[src/rtl/img_pkg.sv]
// rtl/img_pkg.sv - shared video front-end FSM encoding and counter constants
package img_pkg;

  typedef enum logic [1:0] {
    ST_IDLE = 2'd0,
    ST_SOF  = 2'd1,
    ST_LINE = 2'd2,
    ST_DROP = 2'd3
  } vid_state_e;

  localparam int               CNT_W   = 12;
  localparam logic [CNT_W-1:0] CNT_MAX = 12'd4095;

  function automatic logic [CNT_W-1:0] sat_inc(input logic [CNT_W-1:0] v);
    return (v == CNT_MAX) ? v : v + CNT_W'(1);
  endfunction

endpackage

[src/rtl/vid_sync_edge.sv]
// rtl/vid_sync_edge.sv - vsync polarity normaliser and rising-edge detector
module vid_sync_edge #(
  parameter logic POL = 1'b1
) (
  input  logic clk_i,
  input  logic rst_ni,
  input  logic vsync_i,
  output logic rise_o
);

  logic vs_q;
  logic vs_d1_q;

  always_ff @(posedge clk_i or negedge rst_ni) begin
    if (!rst_ni) begin
      vs_q    <= 1'b0;
      vs_d1_q <= 1'b0;
    end else begin
      vs_q    <= vsync_i ^ ~POL;
      vs_d1_q <= vs_q;
    end
  end

  // rise is aligned with the stage-1 pixel sampled alongside vs_q
  assign rise_o = vs_q & ~vs_d1_q;

endmodule

[src/rtl/vid_to_axis.sv]
// rtl/vid_to_axis.sv - parallel video timing to AXI4-Stream video with geometry checks
// Optional VID_TO_AXIS_STATUS_EN adds meas_width/meas_height outputs.
module vid_to_axis
  import img_pkg::*;
#(
  parameter int   DATA_WIDTH = 8,
  parameter int   IMG_WIDTH  = 640,
  parameter int   IMG_HEIGHT = 480,
  parameter logic VSYNC_POL  = 1'b1
) (
  input  logic                  pixel_clk,
  input  logic                  rst_n,
  input  logic [DATA_WIDTH-1:0] vid_data,
  input  logic                  vid_de,
  input  logic                  vid_vsync,
  output logic [DATA_WIDTH-1:0] m_axis_tdata,
  output logic                  m_axis_tvalid,
  output logic                  m_axis_tuser,
  output logic                  m_axis_tlast,
  output logic                  width_err,
  output logic                  height_err
`ifdef VID_TO_AXIS_STATUS_EN
  ,
  output logic [CNT_W-1:0]      meas_width,
  output logic [CNT_W-1:0]      meas_height
`endif
);

  localparam logic [CNT_W:0]   WIDTH_C  = (CNT_W+1)'(IMG_WIDTH);
  localparam logic [CNT_W-1:0] HEIGHT_C = CNT_W'(IMG_HEIGHT);

  vid_state_e            state_q, state_d;
  logic [DATA_WIDTH-1:0] data_s1_q;
  logic                  de_s1_q;
  logic                  vs_rise;
  logic [CNT_W-1:0]      pix_cnt_q, pix_cnt_d;
  logic [CNT_W-1:0]      line_cnt_q, line_cnt_d;
  logic [DATA_WIDTH-1:0] tdata_q, tdata_d;
  logic                  tvalid_q, tvalid_d;
  logic                  tuser_q, tuser_d;
  logic                  tlast_q, tlast_d;
  logic                  werr_q, werr_d;
  logic                  herr_q, herr_d;
  logic                  emit;
  logic                  eol;
  logic [CNT_W-1:0]      line_inc;

  vid_sync_edge #(.POL(VSYNC_POL)) u_sync (
    .clk_i   (pixel_clk),
    .rst_ni  (rst_n),
    .vsync_i (vid_vsync),
    .rise_o  (vs_rise)
  );

  // end of line needs one pixel of lookahead: stage-1 de against live vid_de
  assign emit     = de_s1_q && ((state_q == ST_SOF) || (state_q == ST_LINE));
  assign eol      = emit && (!vid_de || vs_rise);
  assign line_inc = sat_inc(line_cnt_q);

  always_comb begin
    state_d    = state_q;
    pix_cnt_d  = pix_cnt_q;
    line_cnt_d = line_cnt_q;
    tdata_d    = tdata_q;
    tvalid_d   = 1'b0;
    tuser_d    = 1'b0;
    tlast_d    = 1'b0;
    werr_d     = werr_q;
    herr_d     = herr_q;

    if (emit) begin
      tvalid_d  = 1'b1;
      tdata_d   = data_s1_q;
      tuser_d   = (state_q == ST_SOF);
      tlast_d   = eol;
      pix_cnt_d = sat_inc(pix_cnt_q);
    end

    case (state_q)
      ST_SOF:  if (emit) state_d = ST_LINE;
      default: ;
    endcase

    if (eol) begin
      pix_cnt_d  = '0;
      line_cnt_d = line_inc;
      if (({1'b0, pix_cnt_q} + (CNT_W+1)'(1)) != WIDTH_C) werr_d = 1'b1;
      state_d = (line_inc == HEIGHT_C) ? ST_DROP : ST_LINE;
    end

    // a new frame always wins over line bookkeeping
    if (vs_rise) begin
      state_d    = ST_SOF;
      pix_cnt_d  = '0;
      line_cnt_d = '0;
      if (((state_q == ST_LINE) || (state_q == ST_DROP)) && (line_cnt_q != HEIGHT_C)) herr_d = 1'b1;
      if (emit) herr_d = 1'b1;
    end
  end

  always_ff @(posedge pixel_clk or negedge rst_n) begin
    if (!rst_n) begin
      data_s1_q  <= '0;
      de_s1_q    <= 1'b0;
      state_q    <= ST_IDLE;
      pix_cnt_q  <= '0;
      line_cnt_q <= '0;
      tdata_q    <= '0;
      tvalid_q   <= 1'b0;
      tuser_q    <= 1'b0;
      tlast_q    <= 1'b0;
      werr_q     <= 1'b0;
      herr_q     <= 1'b0;
    end else begin
      data_s1_q  <= vid_data;
      de_s1_q    <= vid_de;
      state_q    <= state_d;
      pix_cnt_q  <= pix_cnt_d;
      line_cnt_q <= line_cnt_d;
      tdata_q    <= tdata_d;
      tvalid_q   <= tvalid_d;
      tuser_q    <= tuser_d;
      tlast_q    <= tlast_d;
      werr_q     <= werr_d;
      herr_q     <= herr_d;
    end
  end

  assign m_axis_tdata  = tdata_q;
  assign m_axis_tvalid = tvalid_q;
  assign m_axis_tuser  = tuser_q;
  assign m_axis_tlast  = tlast_q;
  assign width_err     = werr_q;
  assign height_err    = herr_q;

`ifdef VID_TO_AXIS_STATUS_EN
  logic [CNT_W-1:0] meas_w_q;
  logic [CNT_W-1:0] meas_h_q;

  always_ff @(posedge pixel_clk or negedge rst_n) begin
    if (!rst_n) begin
      meas_w_q <= '0;
      meas_h_q <= '0;
    end else begin
      if (eol)     meas_w_q <= sat_inc(pix_cnt_q);
      if (vs_rise) meas_h_q <= line_cnt_q;
    end
  end

  assign meas_width  = meas_w_q;
  assign meas_height = meas_h_q;
`endif

endmodule

[config.mk]
export PLATFORM = sky130hd
export DESIGN_NAME = vid_to_axis
export DESIGN_NICKNAME = d
export VERILOG_FILES = /design/src/rtl/img_pkg.sv /design/src/rtl/vid_sync_edge.sv /design/src/rtl/vid_to_axis.sv
export SDC_FILE = /design/constraint.sdc
export NUM_CORES = 1
export LEC_CHECK = 0
export CAP_MARGIN = 20
export CORE_MARGIN = 2
export CORE_UTILIZATION = 55
export CTS_BUF_LIST = sky130_fd_sc_hd__clkbuf_4 sky130_fd_sc_hd__clkbuf_8 sky130_fd_sc_hd__clkbuf_16
export DETAILED_ROUTE_END_ITERATION = 8
export PLACE_DENSITY = 0.77
export SYNTH_ARGS = -nofsm -noshare
export SYNTH_HDL_FRONTEND = slang
export SYNTH_HIERARCHICAL = 1
export SYNTH_SLANG_ARGS = --single-unit
export TNS_END_PERCENT = 5
[constraint.sdc]
create_clock -name pixel_clk -period 4.8 [get_ports pixel_clk]
set_clock_uncertainty 0.1 [all_clocks]
set_input_delay 0.96 -clock pixel_clk [delete_from_list [all_inputs] [get_ports pixel_clk]]
set_output_delay 0.96 -clock pixel_clk [all_outputs]
set_load 0.01 [all_outputs]
== Word level (Yosys, flattened, before mapping) ==
Index checks and enable logic that the tools add are counted.

* Register bits after elaboration: 50
* Latch bits: 0
* RAM bits: 0
* Bits in read-only memories: 0
* Word-level logic and storage cells: 59
* Memories: 0

* $add $sub $neg: 3
* $mul: 0
* Div/mod/pow operators: 0
* $lt $le $gt $ge: 0
* Eq/ne operators: 9
* Shift operators: 0
* Multiplexer cells: 17
* Bitwise operators: 2
* Reductions and logical operators: 15

{| class="wikitable"
|+ Operator list
! cell !! count
|-
| $mux W12 || 7
|-
| $add A12 B1 Y12 const B || 2
|-
| $eq A12 B12 Y1 const B || 2
|-
| $add A12 B1 Y13 const B || 1
|-
| $ne A13 B10 Y1 const B || 1
|-
| $eq A12 B9 Y1 const B || 1
|-
| $ne A12 B9 Y1 const B || 1
|-
| $mux W2 || 4
|-
| $reduce_and A2 Y1 || 4
|-
| $mux W1 || 6
|-
| $reduce_bool A3 Y1 || 2
|-
| $eq A2 B2 Y1 const B || 2
|-
| $reduce_bool A2 Y1 || 2
|-
| $logic_and A1 B1 Y1 || 3
|-
| $logic_or A1 B1 Y1 || 3
|-
| $ne A3 B3 Y1 const B || 1
|-
| $eq A2 B1 Y1 const B || 1
|-
| $and A1 B1 Y1 || 1
|-
| $logic_not A1 Y1 || 1
|-
| $not A1 Y1 || 1
|}

== Longest topological paths before layout ==
Gate-level depths: netlist of the first run.

* Depth in word-level cells: 7
* Mapped depth: 9
* Depth with buffers taken out: 7

== Hierarchy ==
Netlist of the first run, hierarchy kept.

{| class="wikitable"
|+ Modules (own cells, without submodules)
! module !! times used !! cells each !! area an instance (sq um) !! sequential area each (sq um)
|-
| vid_to_axis || 1 || 253 || 2,549.9 || 1,201.2
|-
| vid_sync_edge || 1 || 3 || 63.8 || 50.0
|}

== Worst setup path after synthesis of the first run ==
OpenSTA, ideal clock, no wires.

* Kind: in2reg
* From: input vid_de
* To: register line_cnt_q[11]
* Setup time: 0.132 ns
* Arrival: 2.056 ns
* Data required time: 4.568 ns
* Setup slack: 2.512 ns
* Stages: 6
* Path through: or3b_1 > buf_2 > a41oi_4 > nand4_1 > a21oi_1 > nor2_1

* Word-level cells in the longest chain between the ends: 4

{| class="wikitable"
|+ RTL lines
! item !! line !! RTL
|-
| from (decl) || vid_to_axis.sv:14 || <nowiki>input logic vid_de,</nowiki>
|-
| $logic_not A1 Y1 || vid_to_axis.sv:57 || <nowiki>assign eol = emit && (!vid_de || vs_rise);</nowiki>
|-
| $logic_or A1 B1 Y1 || vid_to_axis.sv:57 ||
|-
| $logic_and A1 B1 Y1 || vid_to_axis.sv:57 ||
|-
| $reduce_bool A2 Y1 (no source line) || -- ||
|-
| to (signal assigned) || vid_to_axis.sv:119 || <nowiki>line_cnt_q <= line_cnt_d;</nowiki>
|-
| to (decl) || vid_to_axis.sv:37 || <nowiki>logic [CNT_W-1:0] line_cnt_q, line_cnt_d;</nowiki>
|}

No other way between the ends.
A chain may end at the register's enable or synchronous reset.

== Worst setup path in the final report of the first run ==
* From: input vid_de
* To: register pix_cnt_q[4]

* Word-level cells in the longest chain between the ends: 5

{| class="wikitable"
|+ RTL lines
! item !! line !! RTL
|-
| $logic_not A1 Y1 * || vid_to_axis.sv:57 ||
|-
| $logic_or A1 B1 Y1 * || vid_to_axis.sv:57 ||
|-
| $logic_and A1 B1 Y1 * || vid_to_axis.sv:57 ||
|-
| $ne A3 B3 Y1 (no source line), or another cell as far along || -- ||
|-
| $reduce_and A2 Y1 (no source line) / $mux W12 (equally long branches) || -- ||
|-
| to (signal assigned) || vid_to_axis.sv:118 || <nowiki>pix_cnt_q <= pix_cnt_d;</nowiki>
|-
| to (decl) || vid_to_axis.sv:36 || <nowiki>logic [CNT_W-1:0] pix_cnt_q, pix_cnt_d;</nowiki>
|}

Every way passes the cells marked *; elsewhere a longest branch is shown, timed or not.

==> summary.txt, run 1 <==
STA
  – Max Freq: 374.9 MHz
  – Rel. slew slack: 46.16%
  – Final Hold Vio Count: 0
  – Setup_tns: 0 ns
  – Final setup violating endpoints: 0
  – Slew Limit Fails: 0
  – PnR worst setup slack: 2.133 ns
  – Post-route minimum period: 2.667 ns
  – Fin crit share: 55.57%
  – Slew @ Worst Pin: 0.8076 ns
  – RSZ-0062 raised after global routing: no

Critical path
  – Crit path buf inv count: 1
  – Levels on crit path: 6
  – Largest stage delay, worst path: 0.64 ns
  – Slowest-stage cell, CP: a21oi_1
  – R2R cell count: 8
  – CP top delay family: compound AO/OA/AOI/OAI gates
  – Critical path class: in -> reg
  – Worst Setup Start Kind: input port
  – Reg2reg start: state_q[0]
  – Critical path, cell by cell: clkdlybuf4s50_1, nor2b_1, nand2_1, a21oi_1, a22o_1, a22o_1
  – Critical Path End Type: flop
  – Arr. time, crit path: 2.82 ns
  – CP required: 4.96 ns
  – R2r endpoint: pix_cnt_q[4]
  – Cell mode on critical path: a22o_1
  – CP max FO: 12
  – R2R Setup Slk: 2.28 ns

Synthesis
  – Top cells by area, synth: dfrtp_1 48%, mux2_2 3.9%, ha_1 2.9%
  – FFs w/ async S/R, synth: 100.0%
  – #FFs+latches synth: 50
  – Top-count cell post-synth: dfrtp_1
  – Mapped Area: 2614 um^2
  – Synth top area share: 47.87%
  – Post-synth top cells: 50 x dfrtp_1, 19 x nor2_1, 14 x nand2_1
  – Sequential share of the synthesized area: 47.87%
  – Yosys warning count: 6
  – Syn_nets: 274
  – Synth Flop Type: dfrtp_1
  – Post-synth EDFFs: 0
  – Avg Cell Area, Syn: 10.21 um^2
  – Synth cell types: 54
  – Cell taking the most area after synthesis: dfrtp_1
  – Cells after Synth: 256

Flow run
  – Max cap viols: 0

Clocking
  – Root Driver: clkbuf_8
  – Post-CTS Resized: 0
  – Hold_buf cts: 0
  – Clk buf depth: 2
  – TritonCTS Buffers: 5
  – Clock transition at path regs: 0.11 ns
  – Clk_lat worst skew: 0.31 ns
  – TritonCTS clock tree: yes
  – CTS Sinks: 50
  – Post-CTS setup repair buffer count: 0
  – H-tree levels: 2

Power
  – Clock power share: 24.6%
  – Net Sw Frac: 31.91%
  – Pwr per Cell Area: 427.8 nW/um^2
  – Comb pwr share: 31.9%
  – Leakage: 0.001236 uW
  – Sw power: 406.8 uW
  – Pint: 868.3 uW
  – Sequential power share: 43.5%
  – VDD IR-drop max: 286.8 uV

Route
  – Routed WL: 5.004 mm
  – Avg WL per Cell: 15.35 um
  – Post-DRT Antenna Nets: 0
  – Iter 0 DRT Violations: 179
  – DRT Pass-1 Iters: 5
  – Drc violations: 0
  – Vias per inst: 6.003
  – DR vias: 1957

Cells and area
  – Diodes inserted: 0
  – Post-route cell area: 2980 um^2
  – Layout cells sized above 1: 11.03%
  – Fillers: 365
  – Final nets: 289
  – Area grow syn2layout: 14.03%

Placed design
  – Dpl cell area: 2844 um^2
  – # port buffers: 24
  – GPL Wtd Cong: 0.8467
  – DP Wirelength: 3.385 mm
  – Pre-CTS setup slack: 1.829 ns

Die
  – Starting Density: 56.08%
  – Die Ht: 72.94 um
  – IO Count: 25
  – Die area: 5320 um^2
  – Core area: 4661 um^2
  – Die Wd: 72.94 um
  – Num rows: 25

Global route
  – Initial antenna violation count: 0
  – Largest net degree at the start of global routing: 51
  – GRT overflow: 0
  – First-pass GRT wire length: 8.618 mm
  – Tot GR Track Use: 20.79%
  – Number of global-route vias before repair: 1834

Worst hold path
  – Critical hold path startpoint: u_sync/vs_q
  – Hold Path Cell Cnt: 0
  – Worst Hold End: u_sync/vs_d1_q
  – Worst Hold Class: reg -> reg

Outcome
  – Outcome: finished, final reports clean
-- metal layers --
metal	vias to the layer above	track usage [%]	share of wire [%]	wire (um)
met4	0	6.173	1.1	53
li1	948	-	-	-
met1	939	31.22	50	2524
met2	65	30.30	44	2183
met5	-	0	0	0
met3	5	4.558	4.8	242
-- cell type report --
type	instances	area [um^2]	share of cell area, %
Sequential cell	50	1251	41.98
Multi-Input combinational cell	174	1230	41.27
Timing Repair Buffer	26	262.8	8.816
Clock buffer	5	68.82	2.309
Tap cell	54	67.56	2.267
Inverter	14	52.55	1.763
Clock inverter	3	47.55	1.595
-- worst reg2reg max path: stages (launching register included) --
cell and delay, ns:
dfrtp_1 0.41, inv_1 0.06, ha_1 0.30, nor2b_1 0.24, buf_4 0.26, nand2_1 0.09, a21oi_1 0.64, a22o_1 0.24
a22o_1 0.14
-- how the worst max path moves through the flow --
stage,to,start,slack (ns)
after floorplan,line_cnt_q[11],vid_de,2.51
after global placement,line_cnt_q[11],vid_de,1.94
after detailed placement,pix_cnt_q[4],vid_de,1.83
after CTS,pix_cnt_q[4],vid_de,2.17
after global routing,pix_cnt_q[4],vid_de,2.01
final,pix_cnt_q[4],vid_de,2.13
-- through the flow --
stage / total power, uW / utilization (%) / hold WS [ns] / instances
detailed placement: 962.6 / 61.02 / 0.2726 / 317
finish: 1275 / 63.95 / 0.3049 / 326
global placement: 955.8 / 61.02 / 0.2653 / 317
global route: 1350 / 63.95 / 0.3261 / 326
floorplan: 802.5 / - / 0.2544 / 256
CTS: 1282 / 63.52 / 0.3055 / 325
-- kinds of logic (layout without fill, tap and decap cells) --
group                      Yosys count  in the layout  synth area share [%]
and+or+nand+nor                     94             94                 20.49
DFF                                 50             50                 47.87
AOI/OAI and AO/OA                   49             49                 14.36
buffers and inverters               32             48                 5.074
xor gates and xnor gates            14             14                 4.691
muxes                               11             11                 4.644
adders and majority gates            6              6                 2.872
-- flip-flops by register name, indices dropped and copies added (netlist names) --
signal          flops
m_axis_tlast        1
u_sync/vs_q         1
de_s1_q             1
line_cnt_q         12
u_sync/vs_d1_q      1
m_axis_tdata        8
width_err           1
state_q             2
m_axis_tuser        1
data_s1_q           8
pix_cnt_q          12
height_err          1
m_axis_tvalid       1
-- placed cells by master (no fill, tap or decap), types with 8 or more instances in the layout --
cell,n
inv_1,12
mux2_2,9
nand2_1,14
clkdlybuf4s50_1,23
and2_1,8
a21oi_1,8
nor2_1,19
nand3_1,10
dfrtp_1,50
-- power by group through the flow --
stage,combinational (uW),sequential (uW),clock (uW)
5_1_grt,445,566,339
2_1_floorplan,230,572,0
3_3_place_gp,395,561,0
4_1_cts,408,555,320
6_report,407,554,314
3_5_place_dp,403,560,0
Power figures use the tool's default switching activity.
==> run 2, diff against run 1 <==
--- a/config.mk
+++ b/config.mk
@@ -7,10 +7,10 @@
 export LEC_CHECK = 0
 export CAP_MARGIN = 20
 export CORE_MARGIN = 2
-export CORE_UTILIZATION = 55
+export CORE_UTILIZATION = 51
 export CTS_BUF_LIST = sky130_fd_sc_hd__clkbuf_4 sky130_fd_sc_hd__clkbuf_8 sky130_fd_sc_hd__clkbuf_16
 export DETAILED_ROUTE_END_ITERATION = 8
-export PLACE_DENSITY = 0.77
+export PLACE_DENSITY = 0.75
 export SYNTH_ARGS = -nofsm -noshare
 export SYNTH_HDL_FRONTEND = slang
 export SYNTH_HIERARCHICAL = 1
==> constraint.sdc (replaced) <==
create_clock -name pixel_clk -period 2.4 [get_ports pixel_clk]
set_clock_uncertainty 0.1 [all_clocks]
set_input_delay 0.48 -clock pixel_clk [delete_from_list [all_inputs] [get_ports pixel_clk]]
set_output_delay 0.48 -clock pixel_clk [all_outputs]
set_load 0.01 [all_outputs]
==> run 2 against run 1 <==
Against the previous run:
- worst hold slack worse by 0.26 ns
- utilization down 3.3 points
- register-to-register slack worse by 2.0 ns
- first-iteration DRC count down 26%
- routed wire length down 0.76%
- non-clock buffer count up 7
- clock power up 70%
==> summary.txt, run 2 (synthesis results as in run 1) <==
Route
  – Vias per inst: 5.602
  – DR vias: 1955
  – Iter 0 DRT Violations: 133
  – Routed WL: 4.966 mm
  – DRT Pass-1 Iters: 4
  – Avg WL per Cell: 14.23 um
  – Drc violations: 0
  – Post-DRT Antenna Nets: 0

Critical path
  – Largest stage delay, worst path: 0.49 ns
  – Crit path buf inv count: 1
  – Critical path, cell by cell: inv_1, ha_1, nor2b_2, nor2_1, a21o_2, or4_1, o311ai_1
  – CP required: 2.53 ns
  – CP max FO: 9
  – Arr. time, crit path: 2.28 ns
  – Critical Path End Type: flop
  – Critical path class: reg -> reg
  – CP top delay family: simple AND/OR/NAND/NOR gates
  – Worst Setup Start Kind: flop
  – Slowest-stage cell, CP: or4_1

STA
  – PnR worst setup slack: 0.2540 ns
  – Final Hold Vio Count: 0
  – Rel. slew slack: 62.29%
  – Post-route minimum period: 2.146 ns
  – Setup_tns: 0 ns
  – RSZ-0062 raised after global routing: no
  – Slew @ Worst Pin: 0.5656 ns
  – Slew Limit Fails: 0
  – Max Freq: 466.0 MHz
  – Final setup violating endpoints: 0
  – Fin crit share: 89.42%

Clocking
  – H-tree levels: 2
  – Root Driver: clkbuf_8
  – Clk_lat worst skew: 0.32 ns
  – Hold_buf cts: 0
  – Clock transition at path regs: 0.11 ns
  – TritonCTS Buffers: 5
  – Clk buf depth: 2
  – CTS Sinks: 50
  – TritonCTS clock tree: yes

Placed design
  – DP Wirelength: 3.602 mm
  – Pre-CTS setup slack: 0.1310 ns
  – # port buffers: 24
  – GPL Wtd Cong: 0.9130

Die
  – Die Ht: 75.59 um
  – Die Wd: 75.59 um
  – Die area: 5714 um^2
  – Core area: 5010 um^2
  – IO Count: 25
  – Num rows: 26
  – Starting Density: 52.17%

Global route
  – Tot GR Track Use: 20.02%
  – Initial antenna violation count: 0
  – First-pass GRT wire length: 8.583 mm
  – Number of global-route vias before repair: 1770
  – GRT overflow: 0
  – Largest net degree at the start of global routing: 27

Cells and area
  – Commonest non-fill, non-tap cell in the layout: dfrtp_1
  – Diodes inserted: 0
  – Area grow syn2layout: 16.18%
  – Largest registers: line_cnt_q (12), pix_cnt_q (12)
  – Most frequent cells in the layout: 50 x dfrtp_1, 23 x clkdlybuf4s50_1, 19 x nor2_1
  – Final nets: 296
  – Layout cells sized above 1: 13.62%

Power
  – Pwr per Cell Area: 821.5 nW/um^2
  – Leakage: 0.001263 uW
  – VDD IR-drop max: 598.4 uV

Flow run
  – Max cap viols: 0

Worst hold path
  – Worst Hold Class: in -> async

Outcome
  – Outcome: finished, final reports clean
==> run 2: metal layers <==
metal	up-vias	routed length, um	GRT usage, %
met2	64	2282	28.70
met3	6	282	4.630
met5	-	0	0
li1	958	-	-
met1	927	2320	29.91
met4	0	81	6.823
==> run 2: metrics by stage <==
| stage | std cells | instance area, um^2 | utilization [%] | hold slack, ns | total power (uW) |
|---|---|---|---|---|---|
| after floorplan | 256 | 2614 | - | 0.08441 | 1605 |
| after global placement | 341 | 2937 | 58.62 | 0.2683 | 1958 |
| after detailed placement | 341 | 2937 | 58.62 | 0.2675 | 1976 |
| after CTS | 349 | 3034 | 60.56 | 0.05804 | 2514 |
| after global routing | 349 | 3037 | 60.61 | 0.07215 | 2657 |
| final | 349 | 3037 | 60.61 | 0.04234 | 2495 |
==> run 2: timing repair <==
| item | 4_1_cts | 5_1_grt |
|---|---|---|
| setup endpoints to repair | 0 | 1 |
| buffers inserted | 0 | 0 |
| resized for setup | 0 | 1 |
==> run 2: final cells by class <==
type                    instances  area, um^2
multi-input cells             174        1232
flip-flops and latches         50        1251
clock buffers                   5       68.82
well taps                      70       87.58
fillers                       433        1973
clock inverters                 3       28.78
repair buffers                 33       315.3
inverters                      14       52.55
==> run 2: path summary, 6_finish.rpt <==
kind / startpoint / depth (start not counted) / endpoint / slack (ns)
max: state_q[0] / 7 / pix_cnt_q[3] / 0.25
min: rst_n / 1 / data_s1_q[3] / 0.04
max reg2reg: state_q[0] / 7 / pix_cnt_q[3] / 0.25
min reg2reg: u_sync/vs_q / 0 / u_sync/vs_d1_q / 0.29
max in group asynchronous: rst_n / 2 / line_cnt_q[5] / 1.63
min in group pixel_clk: u_sync/vs_q / 0 / u_sync/vs_d1_q / 0.29
==> run 2: worst register-to-register path: stages, from the launching register on <==
cell      delay (ns)
dfrtp_1         0.41
inv_1           0.06
ha_1            0.34
nor2b_2         0.20
nor2_1          0.11
a21o_2          0.27
or4_1           0.49
o311ai_1        0.09
==> run 2: report_power, final <==
part / switching (uW) / internal [uW]
logic: 395 / 459
clock network: 314 / 218
registers: 113 / 995
